==> src/rtl/sync_fifo_flags.sv <==
// Single-clock FIFO with occupancy count, programmable almost-full/almost-empty
// thresholds, sticky overflow/underflow flags and an optional first-word-fall-through read.
module sync_fifo_flags #(
    parameter int WIDTH     = 4,
    parameter int DEPTH     = 8,
    parameter int AFULL_TH  = 6,
    parameter int AEMPTY_TH = 2,
    parameter int FWFT      = 0
) (
    input  logic                     clk,
    input  logic                     rst,
    input  logic                     wr_en,
    input  logic [WIDTH-1:0]         wdata,
    input  logic                     rd_en,
    output logic [WIDTH-1:0]         rdata,
    output logic                     full,
    output logic                     empty,
    output logic                     almost_full,
    output logic                     almost_empty,
    output logic [$clog2(DEPTH):0]   count,
    output logic                     overflow,
    output logic                     underflow,
    input  logic                     clr_err
);

    localparam int AW = $clog2(DEPTH);
    localparam int CW = AW + 1;
    localparam logic [CW-1:0] DEPTH_C  = CW'(DEPTH);
    localparam logic [CW-1:0] AFULL_C  = CW'(AFULL_TH);
    localparam logic [CW-1:0] AEMPTY_C = CW'(AEMPTY_TH);

    logic [WIDTH-1:0] mem_q [DEPTH];
    logic [AW-1:0]    wptr_q, wptr_d;
    logic [AW-1:0]    rptr_q, rptr_d;
    logic [CW-1:0]    count_q, count_d;
    logic [WIDTH-1:0] rdata_q, rdata_d;
    logic             overflow_q, overflow_d;
    logic             underflow_q, underflow_d;
    logic             wr_acc, rd_acc;

    // All flags decode from registered state only; enables never reach them combinationally.
    always_comb begin
        full         = (count_q == DEPTH_C);
        empty        = (count_q == '0);
        almost_full  = (count_q >= AFULL_C);
        almost_empty = (count_q <= AEMPTY_C);
        count        = count_q;
        overflow     = overflow_q;
        underflow    = underflow_q;
    end

    always_comb begin
        wr_acc      = wr_en & ~full;
        rd_acc      = rd_en & ~empty;
        wptr_d      = wptr_q;
        rptr_d      = rptr_q;
        count_d     = count_q;
        rdata_d     = rdata_q;
        if (wr_acc) wptr_d = wptr_q + AW'(1);
        if (rd_acc) begin
            rptr_d  = rptr_q + AW'(1);
            rdata_d = mem_q[rptr_q];
        end
        case ({wr_acc, rd_acc})
            2'b10:   count_d = count_q + CW'(1);
            2'b01:   count_d = count_q - CW'(1);
            default: count_d = count_q;
        endcase
        // A fresh error event in the same cycle as clr_err keeps the flag set.
        overflow_d  = (overflow_q  & ~clr_err) | (wr_en & full);
        underflow_d = (underflow_q & ~clr_err) | (rd_en & empty);
    end

    always_comb begin
        if (FWFT != 0) rdata = empty ? '0 : mem_q[rptr_q];
        else           rdata = rdata_q;
    end

    always_ff @(posedge clk) begin
        if (wr_acc) mem_q[wptr_q] <= wdata;
    end

    always_ff @(posedge clk or posedge rst) begin
        if (rst) begin
            wptr_q      <= '0;
            rptr_q      <= '0;
            count_q     <= '0;
            rdata_q     <= '0;
            overflow_q  <= 1'b0;
            underflow_q <= 1'b0;
        end else begin
            wptr_q      <= wptr_d;
            rptr_q      <= rptr_d;
            count_q     <= count_d;
            rdata_q     <= rdata_d;
            overflow_q  <= overflow_d;
            underflow_q <= underflow_d;
        end
    end

endmodule

==> config.mk <==
export PLATFORM = sky130hd
export DESIGN_NAME = sync_fifo_flags
export DESIGN_NICKNAME = d
export VERILOG_FILES = /design/src/rtl/sync_fifo_flags.sv
export SDC_FILE = /design/constraint.sdc
export NUM_CORES = 1
export LEC_CHECK = 0
export CAP_MARGIN = 10
export CORE_ASPECT_RATIO = 0.5
export CORE_UTILIZATION = 45
export CTS_CLUSTER_SIZE = 10
export DETAILED_ROUTE_END_ITERATION = 7
export PLACE_DENSITY = 0.69
export SYNTH_ARGS = -nofsm -noshare
export SYNTH_HDL_FRONTEND = slang
export SYNTH_SLANG_ARGS = --single-unit
==> constraint.sdc <==
create_clock -name clk -period 2.1 [get_ports clk]
set_input_delay 0.525 -clock clk [delete_from_list [all_inputs] [get_ports clk]]
set_output_delay 0.525 -clock clk [all_outputs]
set_load 0.02 [all_outputs]
[Word level (Yosys, flattened, before mapping)]
Memories as Yosys holds them, arrays and structs flattened. A register that Yosys moved wholly into a read port is not among the register bits.
Cells that the tools add are included.
Word-level totals
  flip-flop bits (word level): 12
  bits in latches: 0
  memory bits (writable): 32
  ROM bits: 0
  input port bits: 9
  output and inout bits: 14
  logic and storage cells: 31
  memories: 1
Cells by class
  $add $sub $neg: 4
  $mul: 0
  div/mod/pow operators: 0
  $lt $le $gt $ge: 2
  eq/ne operators: 3
  shift operators: 0
  multiplexer cells: 3
  bitwise operators: 11
  reduce and logical (&&, ||, !) cells: 2
Memories
  mem_q: words 8, width 4, rd ports 1, clocked after Yosys merged registers in 1, wr ports 1, RTL line 32  | logic [WIDTH-1:0] mem_q [DEPTH];
Operator list (number)
  $pmux 4 s2: 1
  $add 3x1->3 const B: 2
  $and 1x1->1: 6
  $add 4x1->4 const B: 1
  $eq 4x4->1 const B: 1
  $ge 4x3->1 const B: 1
  $le 4x2->1 const B: 1
  $logic_not 4->1: 1
  $sub 4x1->4 const B: 1
  $not 1->1: 3
  $eq 2x1->1 const B: 1
  $eq 2x2->1 const B: 1
  $mux 1: 2
  $or 1x1->1: 2
  $reduce_bool 2->1: 1

[Longest topological paths before layout]
  depth in word-level cells: 5
  mapped depth: 11

[Worst setup path after synthesis]
OpenSTA, ideal clock, no wires.
  path type: register to register
  start: register count_q[1], in the netlist count[1]
  end: register count_q[2], in the netlist count[2]
  setup time: 0.138 ns
  data arrival time: 2.500 ns
  data required time: 1.962 ns
  path slack: -0.538 ns
  cell stages (with the launch flop): 12
  clock period less this slack: 2.638 ns
  path through: dfrtp_1 buf_2 nor4_2 nand2b_1 inv_2 ha_1 xor2_1 ha_1 a21oi_1 xor2_1 nor2_1 xor2_1
On the way
  cells in the longest elaborated chain, start to end: 5
  elaborated cells between the ends (all ways): 12
  those cells by class: add/sub (2); eq/ne (3); mux (1); bitwise (4); reduce/logical (2)
Ends and longest elaborated chain
  start, declared: RTL line 35  | logic [CW-1:0] count_q, count_d;
  start signal, assigned: RTL line 94  | count_q <= count_d;
  $logic_not 4->1 *: RTL line 44  | empty = (count_q == '0);
  net empty: RTL line 17  | output logic empty,
  $not 1->1 *: RTL line 54  | rd_acc = rd_en & ~empty;
  $and 1x1->1 *: RTL line 54
  net rd_acc: RTL line 39  | logic wr_acc, rd_acc;
  $eq 2x1->1 or $eq 2x2->1 (tied branches): RTL line 64  | case ({wr_acc, rd_acc})
  $pmux 4 s2 or $reduce_bool 2->1 (tied branches)
Mark *: on every way through the listed nets, which the timed path passes. The rest lies on a longest branch.
A chain may end at the register's enable or synchronous reset.

[Worst setup path in the final report]
  start: register count_q[0], in the netlist count[0]
  end: register count_q[3], in the netlist count[3]
On the way
  cells in the longest elaborated chain, start to end: 5
  elaborated cells between the ends (all ways): 12
  those cells by class: add/sub (2); eq/ne (3); mux (1); bitwise (4); reduce/logical (2)
Ends and longest elaborated chain (RTL line)
  $eq 4x4->1 or $logic_not 4->1 (tied branches): 43, 44
  $not 1->1, on equally long branches: 53, 54
  $and 1x1->1, on equally long branches: 53, 54
  $eq 2x1->1 or $eq 2x2->1 (tied branches): 64
  $pmux 4 s2 or $reduce_bool 2->1 (tied branches)
Parallel ways exist; a longest one is shown, timed or not.

==> results_dict.tcl <==
set metrics [dict create \
    p_sw_mw 1.28 \
    irDropWorstVdd_mv 0.681 \
    sw_frac_of_total_pct 34.2 \
    finalClockSkew_ns 0.00886 \
    ys_types 27 \
    cp-start-kind "flip-flop" \
    finalPower_mw 3.74 \
    hp-class "in2async" \
    finalCritPeriodShare_pct 98.8 \
    cts_tree "done" \
    gp_congestion 0.817 \
    wl_met1_um 1880 \
    synthFlopType "edfxtp_1" \
    final_antenna_net_count 0 \
    path_delay_family "simple AND/OR/NAND/NOR gates" \
    top_layer "met4" \
    synth_xor_area_share_pct 3.34 \
    cts_sinks 48 \
    seq_power_share_pct 39.4 \
    max_cap_viol_count 0 \
    n_fill_cell 348 \
    synth_top_area_share_pct 45.8 \
    worstSetupPathType "reg2reg" \
    finalSetupViolCount 0 \
    firstDrtPassIters 4 \
    worst_pin_slew_ns 0.325 \
    arrival_ns 2.25 \
    slowest_stage "dfrtp_2" \
    ys_seq_area_share_pct 64.9 \
    antenna-diode-count 0 \
    drtIter0Drc 77 \
    async_flop_share_pct 33.3 \
    cts.path.max_buffers 2 \
    critPathBufInv 2 \
    syn-cell-area_um2 2100 \
    synth_edf_count 32 \
    cts_root_buf "clkbuf_8" \
    fmax_ghz 0.482 \
    drc 0 \
    grt_pass1_vias 1287 \
    ys_ff_latch 48 \
    io_buffer_count 22 \
    track_usage_pct 17.9 \
    fin_area_um2 2730 \
    rows 17 \
    synth_commonest_cells "32 x edfxtp_1, 19 x nand2_1, 16 x dfrtp_1, 16 x mux2i_1, 7 x nor2_1" \
    rsz0062_at_grt "yes" \
    multi_input_area_um2 726 \
    place.detailed.hpwl_um 2860 \
    drv_slew 0 \
    antenna_found_initial 0 \
    ioPinCount 23 \
    cts_hold_buf 0 \
    p_leak_nw 1.09 \
    gr-total-overflow 0 \
    place_area_um2 2570 \
    coreArea_um2 4450 \
    drive_above_1_share_pct 32.0 \
    yosysMostFrequentCell "edfxtp_1" \
    seqCellArea_um2 1370 \
    initial_core_util_pct 47.2 \
    end_kind "flip-flop" \
    syn_inst 142 \
    yosys.area_share.simple_pct 9.48 \
    synth.net_count 156 \
    vias 1239 \
    cp_cell_sequence "nor4b_4 > nor2b_2 > inv_2 > ha_4 > buf_4 > or3b_1 > o21ai_1 > a21oi_1 > xnor2_1" \
    grt_max_degree 19 \
    drt_wl_total_um 3920 \
    synthMuxAreaShare_pct 12.5 \
    die_h_um 50.3 \
    status "finished clean" \
    yosys.area.top_type "edfxtp_1" \
    die_x_um 98.6 \
    ys_top_cells_by_area "edfxtp_1 46%, dfrtp_1 19%, mux2i_1 7.6%" \
    comb_power_share_pct 43.1 \
    grt_pass1_wl_um 6400 \
    max_stage_delay_ns 0.47 \
    via_per_inst 4.88 \
    wire_per_inst_um 15.4 \
    synthAdderAreaFrac_pct 2.98 \
    synth_compound_area_share_pct 3.46 \
    insertion_delay_ns 0.29 \
    relSlewSlack_pct 78.3 \
    synth_top_family_by_area "multiplexers" \
    fin_nets 210 \
    final-hold-violation-count 0 \
    met3WireLength_um 137 \
    cp_max_fo 4 \
    critPathRequiredTime_ns 2.28 \
    clkTransAtPathRegs_ns 0.09 \
    yosysWarnings 0 \
    pwr_density_cell_nw_per_um2 1370 \
    internal-power_mw 2.46 \
    synth.avg_cell_area_um2 14.8 \
    clkPwrFrac_pct 17.5 \
    dieArea_um2 4960 \
    min_period_ns 2.07 \
    cts_buffers 5 \
    area_delta_synth_final_pct 30.2 \
    htree_levels 2 \
    wl_met2_um 1890 \
]
==> final timing paths <==
path	start	end	slack, ns	cells past startpoint
min in group clk	rdata[2]	rdata[2]	0.48	2
setup / recovery	count[0]	count[3]	0.03	9
hold / removal	rst	wptr_q[1]	0.45	2
hold reg to reg	rdata[2]	rdata[2]	0.48	2
setup reg to reg	count[0]	count[3]	0.03	9
max in group asynchronous	rst	rptr_q[0]	1.23	3
==> routing by layer <==
metal / track usage [%] / vias up
li1: - / 617
met1: 24.0 / 601
met2: 29.8 / 19
met3: 4.18 / 2
met4: 5.22 / 0
met5: 0 / -
==> through the flow <==
stage	util [%]	setup WS, ns	instances	setup TNS [ns]	hold WS (ns)
after floorplan	-	-0.172	142	-0.334	0.439
after global placement	57.9	-0.156	241	-0.327	0.461
after detailed placement	57.9	-0.234	241	-0.624	0.467
after CTS	60.8	0.0159	252	0	0.452
after global routing	61.4	-0.0759	254	-0.143	0.472
final	61.4	0.0261	254	0	0.446
==> power by group through the flow <==
stage          Combinational, mW  Sequential [mW]  Clock [mW]
5_1_grt                     1.76             1.51       0.704
4_1_cts                     1.59             1.47       0.665
3_3_place_gp                1.51             1.51           0
2_1_floorplan              0.949             1.56           0
3_5_place_dp                1.54             1.51           0
6_report                    1.61             1.47       0.655
==> cells in the final DEF, fill, tap and decap left out, types with 4 or more instances in the layout <==
cell	instances
dfrtp_1	13
nand2_1	19
nor2_1	7
buf_4	29
clkdlybuf4s50_1	18
xnor2_1	5
o21ai_2	4
clkbuf_8	5
mux4_2	4
nand2b_1	4
mux2i_1	16
edfxtp_1	32
==> cell type report <==
class / count / area share (%)
well taps: 57 / 2.61
clock buffers: 5 / 2.52
flip-flops and latches: 48 / 50.0
inverters: 5 / 0.779
repair buffers: 52 / 16.0
clock inverters: 3 / 1.56
multi-input cells: 84 / 26.6
==> worst reg2reg max path: stages (launching register included) <==
cell and delay [ns]:
dfrtp_2 0.47, nor4b_4 0.37, nor2b_2 0.09, inv_2 0.09
ha_4 0.15, buf_4 0.12, or3b_1 0.36, o21ai_1 0.09
a21oi_1 0.09, xnor2_1 0.13
==> state kept, by name (all words and copies together), names as in the netlist <==
signal / cells
wptr_q: 3
rptr_q: 3
underflow: 1
overflow: 1
count: 4
mem_q: 32
rdata: 4
==> what timing repair did <==
item,CTS,global route
setup endpoints to repair,5,5
gates resized for setup,4,10
setup buffers,3,2
pin swaps,1,1
==> kinds of logic after synthesis <==
logic type / Yosys count
flip-flops: 48
adder cells (fa/ha/maj): 5
AO/OA/AOI/OAI: 11
buffers and inverters: 10
AND/OR/NAND/NOR: 39
XOR/XNOR: 8
multiplexers: 21
No activity file was read; power rests on OpenSTA's default activity.
